<file path="src/rtl/hero_write_rx.sv">
// hero_write_rx: store-and-forward hero write bus receiver with whole-transaction drop on overflow
// Optional txn_cnt output enabled by defining HERO_WRITE_RX_STATS_EN
module hero_write_rx #(
    parameter int DEPTH     = 16,
    parameter int CNT_WIDTH = 16
) (
    input  logic                 clk,
    input  logic                 rst,
    input  logic [45:0]          hero_wr_i,
    output logic                 out_vld,
    input  logic                 out_rdy,
    output logic [35:0]          out_wdat,
    output logic [6:0]           out_sub,
    output logic                 out_last,
    output logic                 drop_pulse,
    output logic                 proto_err,
    output logic [CNT_WIDTH-1:0] drop_cnt,
    output logic                 idle
`ifdef HERO_WRITE_RX_STATS_EN
    ,
    output logic [CNT_WIDTH-1:0] txn_cnt
`endif
);
    localparam int AW = $clog2(DEPTH);
    localparam logic [AW:0] PONE = (AW+1)'(1);
    localparam logic [AW:0] PDEPTH = (AW+1)'(DEPTH);
    localparam logic [CNT_WIDTH-1:0] CONE = CNT_WIDTH'(1);
    localparam logic [1:0] RX_IDLE = 2'd0, RX_ACTIVE = 2'd1, RX_DROP = 2'd2;
    localparam logic [1:0] T_IDLE = 2'd0, T_DONE = 2'd2, T_ILL = 2'd3;

    logic [1:0]  cyc;
    logic [35:0] wdat;
    logic [6:0]  sub;
    logic        en;
    assign {cyc, wdat, sub, en} = hero_wr_i;

    logic [43:0] mem_q [DEPTH];
    logic [AW:0] wr_q, wr_d, cm_q, cm_d, rd_q, rd_d;
    logic [1:0]  state_q, state_d;
    logic        we, last, drop_d, proto_d, full, pop;

    assign full    = (wr_q - rd_q) == PDEPTH;
    assign out_vld = rd_q != cm_q;
    assign pop     = out_vld && out_rdy;
    assign {out_wdat, out_sub, out_last} = mem_q[rd_q[AW-1:0]];
    assign idle    = (state_q == RX_IDLE) && (wr_q == rd_q);

    // receive FSM: decide write, commit, discard and error for the sampled beat
    always_comb begin
        state_d = state_q;
        wr_d    = wr_q;
        cm_d    = cm_q;
        we      = 1'b0;
        last    = 1'b0;
        drop_d  = 1'b0;
        proto_d = 1'b0;
        rd_d    = pop ? rd_q + PONE : rd_q;
        if (en) begin
            if (cyc == T_ILL) begin
                proto_d = 1'b1;
                state_d = RX_IDLE;
                if (state_q == RX_ACTIVE) begin
                    wr_d   = cm_q;
                    drop_d = 1'b1;
                end
            end else if (cyc != T_IDLE) begin
                if (state_q == RX_DROP) begin
                    state_d = (cyc == T_DONE) ? RX_IDLE : RX_DROP;
                end else if (full) begin
                    wr_d    = cm_q;
                    drop_d  = 1'b1;
                    state_d = (cyc == T_DONE) ? RX_IDLE : RX_DROP;
                end else begin
                    we      = 1'b1;
                    last    = cyc == T_DONE;
                    wr_d    = wr_q + PONE;
                    cm_d    = last ? wr_q + PONE : cm_q;
                    state_d = last ? RX_IDLE : RX_ACTIVE;
                end
            end
        end
    end

    // beat storage; contents are meaningless until covered by commit_ptr
    always_ff @(posedge clk) begin
        if (we) mem_q[wr_q[AW-1:0]] <= {wdat, sub, last};
    end

    // pointers, FSM state, status pulses and saturating drop counter
    always_ff @(posedge clk) begin
        if (rst) begin
            wr_q       <= '0;
            cm_q       <= '0;
            rd_q       <= '0;
            state_q    <= RX_IDLE;
            drop_pulse <= 1'b0;
            proto_err  <= 1'b0;
            drop_cnt   <= '0;
        end else begin
            wr_q       <= wr_d;
            cm_q       <= cm_d;
            rd_q       <= rd_d;
            state_q    <= state_d;
            drop_pulse <= drop_d;
            proto_err  <= proto_d;
            if (drop_d && !(&drop_cnt)) drop_cnt <= drop_cnt + CONE;
        end
    end

`ifdef HERO_WRITE_RX_STATS_EN
    // saturating count of fully delivered transactions
    always_ff @(posedge clk) begin
        if (rst) txn_cnt <= '0;
        else if (pop && out_last && !(&txn_cnt)) txn_cnt <= txn_cnt + CONE;
    end
`endif
endmodule

</file>
<file path="config.mk">
export PLATFORM = sky130hd
export DESIGN_NAME = hero_write_rx
export DESIGN_NICKNAME = d
export VERILOG_FILES = /design/src/rtl/hero_write_rx.sv
export SDC_FILE = /design/constraint.sdc
export NUM_CORES = 1
export LEC_CHECK = 0
export ABC_AREA = 1
export BUFFER_PORTS_ARGS = -buffer_cell sky130_fd_sc_hd__buf_2
export CORE_MARGIN = 3
export CORE_UTILIZATION = 60
export CTS_CLUSTER_DIAMETER = 40
export CTS_CLUSTER_SIZE = 28
export DETAILED_ROUTE_END_ITERATION = 7
export PLACE_DENSITY = 0.78
export SLEW_MARGIN = 10
export SYNTH_ARGS = -nofsm -noshare
export SYNTH_HDL_FRONTEND = slang
export SYNTH_SLANG_ARGS = --single-unit
</file>
<file path="constraint.sdc">
create_clock -name clk -period 5 [get_ports clk]
set_input_delay 0.5 -clock clk [delete_from_list [all_inputs] [get_ports clk]]
set_output_delay 0.5 -clock clk [all_outputs]
set_load 0.1 [all_outputs]
</file>
* After elaboration in Yosys (flattened, before gate mapping)
Memories as Yosys holds them, arrays and structs flattened. A register that Yosys moved wholly into a read port is not among the register bits.
Index checks and enable logic that the tools add are counted.
** Storage, ports and cells
- Register bits after elaboration :: 35
- RAM bits :: 704
- Output and inout port bits :: 64
- Memories kept :: 1
** Memory list
- mem_q :: depth 16, bits a word 44, rd ports 1, clocked after memory_dff 1, write ports 1, line 37 : logic [43:0] mem_q [DEPTH];
** Operators by class
- Add/sub/neg operators :: 4
- Eq/ne operators :: 9
- Multiplexer cells :: 32
- Bitwise logic cells :: 4
- Reduce and logical (&&, ||, !) cells :: 12
** Operators with widths (number)
- 5-bit 2-to-1 mux :: 5
- 1-bit 2-to-1 mux :: 20
- 16-bit by 1-bit adder with 16-bit output, second input constant :: 1
- 16-bit AND reduction :: 1
- 5-bit by 1-bit adder with 5-bit output, second input constant :: 2
- 2-bit 2-to-1 mux :: 5
- 4-bit 2-to-1 mux :: 2
- 2-bit equality test, second input constant :: 3
- 6-bit AND reduction :: 1
- 5-bit equality test :: 1
- 5-bit equality test, second input constant :: 1
- 5-bit inequality test :: 1
- 5-bit subtractor :: 1
- 1-bit inverter :: 4
- 4-bit AND reduction :: 1
- 2-bit nonzero test :: 2
- 1-bit logical AND :: 3
- 2-bit by 1-bit equality test with 1-bit output, second input constant :: 1
- 2-bit zero test :: 1
- 2-bit by 1-bit inequality test with 1-bit output, second input constant :: 1
- 2-bit inequality test, second input constant :: 1
- 2-bit AND reduction :: 1
- 2-bit OR reduction :: 1
- 1-bit zero test :: 1

* Longest topological paths before layout
Gate-level depths: netlist of run 1.
- Depth in word-level cells :: 9
- Gate-level depth with buffers :: 15
- Mapped depth without buffers :: 15

* Worst setup path before layout of run 1
Ideal clock, no wire load.
- Kind :: register -> register
- Start point :: register rd_q[2]
- End point :: memory mem_q[0][0], enable pin
- Setup time :: 446 ps
- Arrival time :: 3353 ps
- Data required time :: 4554 ps
- Path slack :: 1201 ps
- Stages on the path, launching flop included :: 14
- Path buffers :: 0
- Clock period less this slack :: 3799 ps
- Cells stage by stage :: dfxtp_1 inv_1 ha_1 nand2_1 inv_1 nand2_1 nand2_1 nand2_1 nand2_2 nand2_4 nand2_4 nor2_4 nand3_4 nor2_1
** On the way
- Word-level cells in the longest chain between the ends :: 9
** RTL lines
- from (decl) :: line 38 : logic [AW:0] wr_q, wr_d, cm_q, cm_d, rd_q, rd_d;
- from (signal assigned) :: line 102 : rd_q <= rd_d;
- 5-bit subtractor :: line 42 : assign full = (wr_q - rd_q) == PDEPTH;
- 5-bit equality test :: line 42
- 1-bit 2-to-1 mux :: line 69 : end else if (full) begin
- 1-bit 2-to-1 mux :: line 67 : if (state_q == RX_DROP) begin
- 1-bit 2-to-1 mux :: line 66 : end else if (cyc != T_IDLE) begin
- 1-bit 2-to-1 mux :: line 59 : if (cyc == T_ILL) begin
- 1-bit 2-to-1 mux :: line 58 : if (en) begin
- 1-bit 2-to-1 mux :: line 86 : if (we) mem_q[wr_q[AW-1:0]] <= {wdat, sub, last};
- 1-bit 2-to-1 mux (not written as such) :: line 86
- to (decl) :: line 37
No other way between the ends.

==> results of run 1 <==
-- per-layer routing --
layer / wire (um) / track usage [%]
met1: 27400 / 35.2
met2: 33800 / 41.6
met3: 5790 / 4.61
met4: 1850 / 9.76
met5: 17 / 0
-- cells in the final DEF, fill, tap and decap left out, types with 8 or more instances in the layout --
| cell type | instances |
|---|---|
| sky130_fd_sc_hd__a21oi_1 | 193 |
| sky130_fd_sc_hd__nand3_1 | 82 |
| sky130_fd_sc_hd__nor2_1 | 38 |
| sky130_fd_sc_hd__o21ai_1 | 8 |
| sky130_fd_sc_hd__xor2_1 | 10 |
| sky130_fd_sc_hd__buf_4 | 23 |
| sky130_fd_sc_hd__inv_6 | 13 |
| sky130_fd_sc_hd__ha_1 | 10 |
| sky130_fd_sc_hd__a21oi_2 | 10 |
| sky130_fd_sc_hd__buf_2 | 112 |
| sky130_fd_sc_hd__clkbuf_16 | 89 |
| sky130_fd_sc_hd__o211ai_1 | 176 |
| sky130_fd_sc_hd__inv_8 | 18 |
| sky130_fd_sc_hd__o21ai_0 | 205 |
| sky130_fd_sc_hd__nand2_1 | 130 |
| sky130_fd_sc_hd__mux2i_1 | 176 |
| sky130_fd_sc_hd__buf_12 | 14 |
| sky130_fd_sc_hd__nor2_4 | 18 |
| sky130_fd_sc_hd__clkinv_4 | 11 |
| sky130_fd_sc_hd__nand2_2 | 12 |
| sky130_fd_sc_hd__inv_1 | 213 |
| sky130_fd_sc_hd__nand4_1 | 17 |
| sky130_fd_sc_hd__edfxtp_1 | 704 |
| sky130_fd_sc_hd__clkinvlp_4 | 8 |
| sky130_fd_sc_hd__dfxtp_1 | 35 |
| sky130_fd_sc_hd__xnor2_1 | 9 |
-- power groups by stage --
stage	Sequential, mW	Combinational [mW]	Clock (mW)
final	7.02	3.01	6.30
after global routing	7.03	3.21	6.63
after CTS	7.02	3.01	6.37
after detailed placement	7.15	2.99	0
after global placement	7.14	2.93	0
after floorplan	7.08	2.39	0
-- cells by family (layout without fill, tap and decap cells) --
logic type | count (synthesis) | after routing | share of synthesized area, %
muxes | 176 | 176 | 5.77
buffers and inverters | 356 | 527 | 4.98
DFF | 743 | 743 | 71.9
adders and majority gates | 10 | 10 | 0.410
other | 0 | 2 | 0
xor gates and xnor gates | 19 | 19 | 0.545
and+or+nand+nor | 315 | 315 | 5.10
AOI/OAI and AO/OA | 595 | 595 | 11.3
-- worst reg2reg max path, stage by stage, from the launching register on --
cell	delay, ns
sky130_fd_sc_hd__dfxtp_1	0.41
sky130_fd_sc_hd__inv_1	0.09
sky130_fd_sc_hd__ha_1	0.35
sky130_fd_sc_hd__nand2_1	0.09
sky130_fd_sc_hd__inv_1	0.05
sky130_fd_sc_hd__nand2_1	0.08
sky130_fd_sc_hd__nand2_1	0.05
sky130_fd_sc_hd__nand2_1	0.07
sky130_fd_sc_hd__nand2_2	0.06
sky130_fd_sc_hd__nand2_4	0.13
sky130_fd_sc_hd__nand2_4	0.07
sky130_fd_sc_hd__nor2_4	0.09
sky130_fd_sc_hd__nand3_4	0.38
sky130_fd_sc_hd__nor2_4	1.05
sky130_fd_sc_hd__buf_4	0.34
-- worst paths after layout --
kind | from | end | slack, ns
hold reg to reg | state_q[1] | state_q[1] | 0.50
hold / removal | hero_wr_i[0] | proto_err | 0.22
setup / recovery | register | out_wdat[25] | 1.19
setup reg to reg | rd_q[2] | mem_q[6][8] | 1.39
-- area by class of cell --
cell class	count	share of cell area [%]
Sequential cell	743	63.3
Multi-Input combinational cell	1115	20.5
Clock buffer	96	6.50
Timing Repair Buffer	149	2.92
Tap cell	672	2.43
Inverter	217	2.36
Clock inverter	65	1.97
Antenna cell	2	0.0144
-- state kept, by name, indices dropped and copies added (netlist names), named ones only --
register / cells
wr_q: 5
cm_q: 5
mem_q: 704
proto_err: 1
rd_q: 5
drop_cnt: 16
drop_pulse: 1
state_q: 2
==> impl_metrics.toml, run 1 <==
[timing]
hold_violations = 0
final_skew_ns = 0.0258
worst_hold_slack_ns = 0.219
period_share_pct = 76.1
layout_setup_ws_ns = 1.19
tightestPinTransition_ns = 1.19
timing.final.setup_violations = 0
relSlewSlack_pct = 20.6
finalSetupTns_ns = 0
fmax_mhz = 263
slew_viol_final = 0
grt_setup_unrepaired = "false"
timing.final.crit_period_ns = 3.81

[clock_tree]
cts_tree = "done"
cts-htree-levels = 3
clock_latency_ns = 0.63
cts.sink_count = 743
number_of_buffers_inserted_by_hold_repair_at_cts = 0
postCtsSetupRepairBufs = 0
cts.path.max_buffers = 3
cts_root_buffer_type = "sky130_fd_sc_hd__clkbuf_16"
cts_buffers = 87
cts_resized = 0
path_clk_slew_ns = 0.07

[route]
drt_first_iter_violations = 2025
route.detailed.vias_per_inst = 6.07
drt_wl_total_um = 68900
drcViolationCount = 0
drt-wirelength-per-cell_um = 22.5
detail_route.first_pass.iterations = 5
antenna_violating_nets_post_route = 0
num_vias = 18600

[power_and_ir_drop]
power.total_mw = 16.3
power.switching_mw = 5.12
pwr-share-clk_pct = 38.6
p_int_mw = 11.2
seqPwrFrac_pct = 43.0
p_sw_share_pct = 31.4
ir_worst_vdd_uv = 329
static-leakage-power_nw = 11.9
comb_power_share_pct = 18.4
cellPowerDensity_nw_per_um2 = 471

[setup_path]
path_delay_family = "flip-flops"
critPathLaunchType = "register"
critPathKind = "reg2out"
cp_common_cell = "sky130_fd_sc_hd__o211ai_1"
critPathRequiredTime_ns = 4.50
timing.critical_path.fanout_max = 76
cp_slowest_cell = "sky130_fd_sc_hd__dfxtp_4"
crit_arrival_ns = 3.31
worst_setup_path_end_kind = "output port"
cp_num_cells = 6
critical_path.cell_chain = "buf_12 -> mux2i_1 -> o211ai_1 -> o211ai_1 -> nand2_1 -> buf_2"
critical_path.max_stage_delay_ns = 1.02
cp_num_buf_inv = 2
timing.reg2reg.worst_path_depth = 14

[final_layout]
fraction_of_final_layout_cells_sized_beyond_drive_strength_1_pct = 15.1
post_layout_nonfiller_instances = 3059
layout.cell_area.non_filler_um2 = 34700
final_core_utilization_pct = 69.1
register_area_um2 = 21900
layout.filler_cells = 3214
multi_input_logic_area_um2 = 7110
layout.nets = 2372
flow.area_growth_from_synthesis_pct = 13.6

[min_path]
hold_path_class = "in2reg"
hold_depth = 3

[placed_design]
number_of_buffer_cells_added_on_primary_ports = 112
gp_congestion = 0.832
place_inst = 2896
placed_area_um2 = 31700
dp.final_hpwl_um = 36000
dp_slack_ns = 1.38

[logic_synthesis]
post_synth_inst_count = 2214
synth-warning-count = 0
register_bit_count_reported_by_yosys = 743
yosysSeqAreaShare_pct = 71.9
yosys.cell_count.top_type = "sky130_fd_sc_hd__edfxtp_1"
mappedNetlistNets = 2273
post_synth_instance_area_um2 = 30500
yosysTopAreaCell = "sky130_fd_sc_hd__edfxtp_1"
postSynth.asyncResetShare_pct = 0
yosys-top-cells-count = "sky130_fd_sc_hd__edfxtp_1, sky130_fd_sc_hd__inv_1, sky130_fd_sc_hd__o21ai_0, sky130_fd_sc_hd__a21oi_1"
synth_top_cells_by_area = "sky130_fd_sc_hd__edfxtp_1, sky130_fd_sc_hd__mux2i_1, sky130_fd_sc_hd__o211ai_1"
synth-edff-count = 704
synth.lib_cells_used.distinct = 35
postSynth.topFlopCell = "sky130_fd_sc_hd__edfxtp_1"
post-synth-top-area-fraction_pct = 69.3
syn_avg_cell_area_um2 = 13.8

[floorplanning]
start_util_pct = 60.8
die_h_um = 231
floorplan.rows = 82
top_level_ports = 113
core_area_um2 = 50200
fp.dieW_um = 231
die-area_um2 = 53600

[run_status]
status = "complete, no violations"

[global_routing]
grt_remaining_overflow = 0
global_route.usage.total_pct = 25.7
number_of_antenna_violations_at_the_first_check_in_global_routing = 3
grt_pass1_wl_um = 106000
first_global_vias = 18600
pin_count_of_the_biggest_net_entering_global_routing = 150

[run]
max_cap_violations = 0
(Power assumes the default switching activity.)
==> run 2, diff against run 1 <==
clock period = 3.73 ns   (was 5 ns; I/O delays follow)
==> run 2 against run 1 <==
Compared with the run above:
- core utilization is 0.72 points higher
- highest routed layer unchanged
- clock skew is 0.0034 ns lower
- routed wire length is 3.1% lower
- critical path depth stayed put
- die area stayed put
- setup slack worse by 0.83 ns
- hold slack worse by 0.14 ns
- largest cell class unchanged
- clock-buffer cell count is 2 lower
- final cell count is 0.13% higher
- combinational power is 36% higher
- critical endpoint is now out_sub[4]
==> impl_metrics.toml, run 2 (synthesis gave the netlist of run 1 again) <==
[global_routing]
first_global_vias = 18900
grt_remaining_overflow = 0
pin_count_of_the_biggest_net_entering_global_routing = 177
global_route.usage.total_pct = 24.9
grt_pass1_wl_um = 104000
number_of_antenna_violations_at_the_first_check_in_global_routing = 3

[final_layout]
final_core_utilization_pct = 69.8
largest_register_ffs = 704
post_layout_nonfiller_instances = 3063
layout.cell_area.non_filler_um2 = 35000
layout.nets = 2375
layout_commonest_cell = "sky130_fd_sc_hd__edfxtp_1"
flow.area_growth_from_synthesis_pct = 14.8
most-common-layout-cells = "sky130_fd_sc_hd__edfxtp_1, sky130_fd_sc_hd__inv_1, sky130_fd_sc_hd__o21ai_0"
fraction_of_final_layout_cells_sized_beyond_drive_strength_1_pct = 15.3

[route]
detail_route.first_pass.iterations = 5
drt-wirelength-per-cell_um = 21.8
route.detailed.vias_per_inst = 6.08
drcViolationCount = 0
num_vias = 18600
drt_first_iter_violations = 1994
antenna_violating_nets_post_route = 0
drt_wl_total_um = 66800

[clock_tree]
cts_tree = "done"
cts.path.max_buffers = 3
postCtsSetupRepairBufs = 0
cts_buffers = 88
cts_resized = 0
path_clk_slew_ns = 0.06
cts-htree-levels = 3
number_of_buffers_inserted_by_hold_repair_at_cts = 0
cts_root_buffer_type = "sky130_fd_sc_hd__clkbuf_16"
cts.sink_count = 743
clock_latency_ns = 0.63

[timing]
relSlewSlack_pct = 30.0
slew_viol_final = 0
worst_hold_slack_ns = 0.0829
timing.final.crit_period_ns = 3.37
hold_violations = 0
timing.final.setup_violations = 0
grt_setup_unrepaired = "false"
fmax_mhz = 297
final_skew_ns = 0.0224
period_share_pct = 90.3
tightestPinTransition_ns = 1.05

[floorplanning]
die_h_um = 231
die-area_um2 = 53600
core_area_um2 = 50200
top_level_ports = 113
floorplan.rows = 82
start_util_pct = 60.8
fp.dieW_um = 231

[placed_design]
gp_congestion = 0.778
number_of_buffer_cells_added_on_primary_ports = 112
placed_area_um2 = 31800
dp.final_hpwl_um = 34500
place_inst = 2898

[setup_path]
timing.critical_path.fanout_max = 44
worst_setup_path_end_kind = "output port"
path_delay_family = "buffers and inverters"
critical_path.max_stage_delay_ns = 0.67
cp_slowest_cell = "sky130_fd_sc_hd__dfxtp_4"
critPathKind = "reg2out"
cp_num_buf_inv = 2
critical_path.cell_chain = "buf_4 -> mux2i_1 -> o211ai_1 -> nand3_1 -> nand2_1 -> buf_2"
critPathRequiredTime_ns = 3.36
crit_arrival_ns = 3.00
critPathLaunchType = "register"

[min_path]
hold_path_class = "in2reg"

[power_and_ir_drop]
cellPowerDensity_nw_per_um2 = 644
static-leakage-power_nw = 12.1
ir_worst_vdd_uv = 535
power.total_mw = 22.6

[run]
max_cap_violations = 0

[run_status]
status = "complete, no violations"
-- run 2: cell count changes in the layout (fill, tap and decap cells not counted), sizes merged --
cell	change
inv	-4
bufinv	+8
clkinvlp	-2
buf	+2
clkinv	+2
clkbuf	-2
-- run 2: path summary, 6_finish.rpt --
kind	slack [ns]	startpoint	end	depth (start not counted)
worst max-delay path	0.36	register	out_sub[4]	6
worst min register to register	0.50	cm_q[3]	wr_q[3]	2
worst max register to register	0.67	rd_q[2]	mem_q[8][32]	14
worst min-delay path	0.08	hero_wr_i[0]	proto_err	3
-- run 2: cell type report --
| class | count | area, um^2 |
|---|---|---|
| clock inverters | 69 | 908 |
| well taps | 672 | 841 |
| multi-input cells | 1115 | 7110 |
| repair buffers | 151 | 1120 |
| clock buffers | 94 | 2290 |
| diodes | 2 | 5.00 |
| flip-flops and latches | 743 | 21900 |
| inverters | 217 | 820 |
| fillers | 3135 | 15100 |
-- run 2: power breakdown --
group	switching [mW]	total [mW]	internal (mW)
Clock	3.71	9.13	5.42
Combinational	3.11	4.09	0.981
Sequential	0.0840	9.35	9.26
-- run 2: worst min-delay path, delay by kind of cell --
family                 cells  cell delay (ns)
buffers and inverters      2             0.22
AND/OR/NAND/NOR            1             0.06
-- run 2: metrics by stage --
step	setup slack, ns	setup TNS (ns)
detailed placement	0.708	0
CTS	0.343	0
finish	0.361	0
floorplan	-0.0689	-18.19
global placement	0.728	0
global route	0.240	0
-- run 2: per-layer routing --
metal | up-vias | share of wire [%] | GRT usage [%]
li1 | 8427 | - | -
met1 | 9246 | 40 | 33.4
met2 | 807 | 50 | 41.2
met3 | 133 | 7.9 | 4.36
met4 | 2 | 2.5 | 9.47
met5 | - | 0.019 | 0
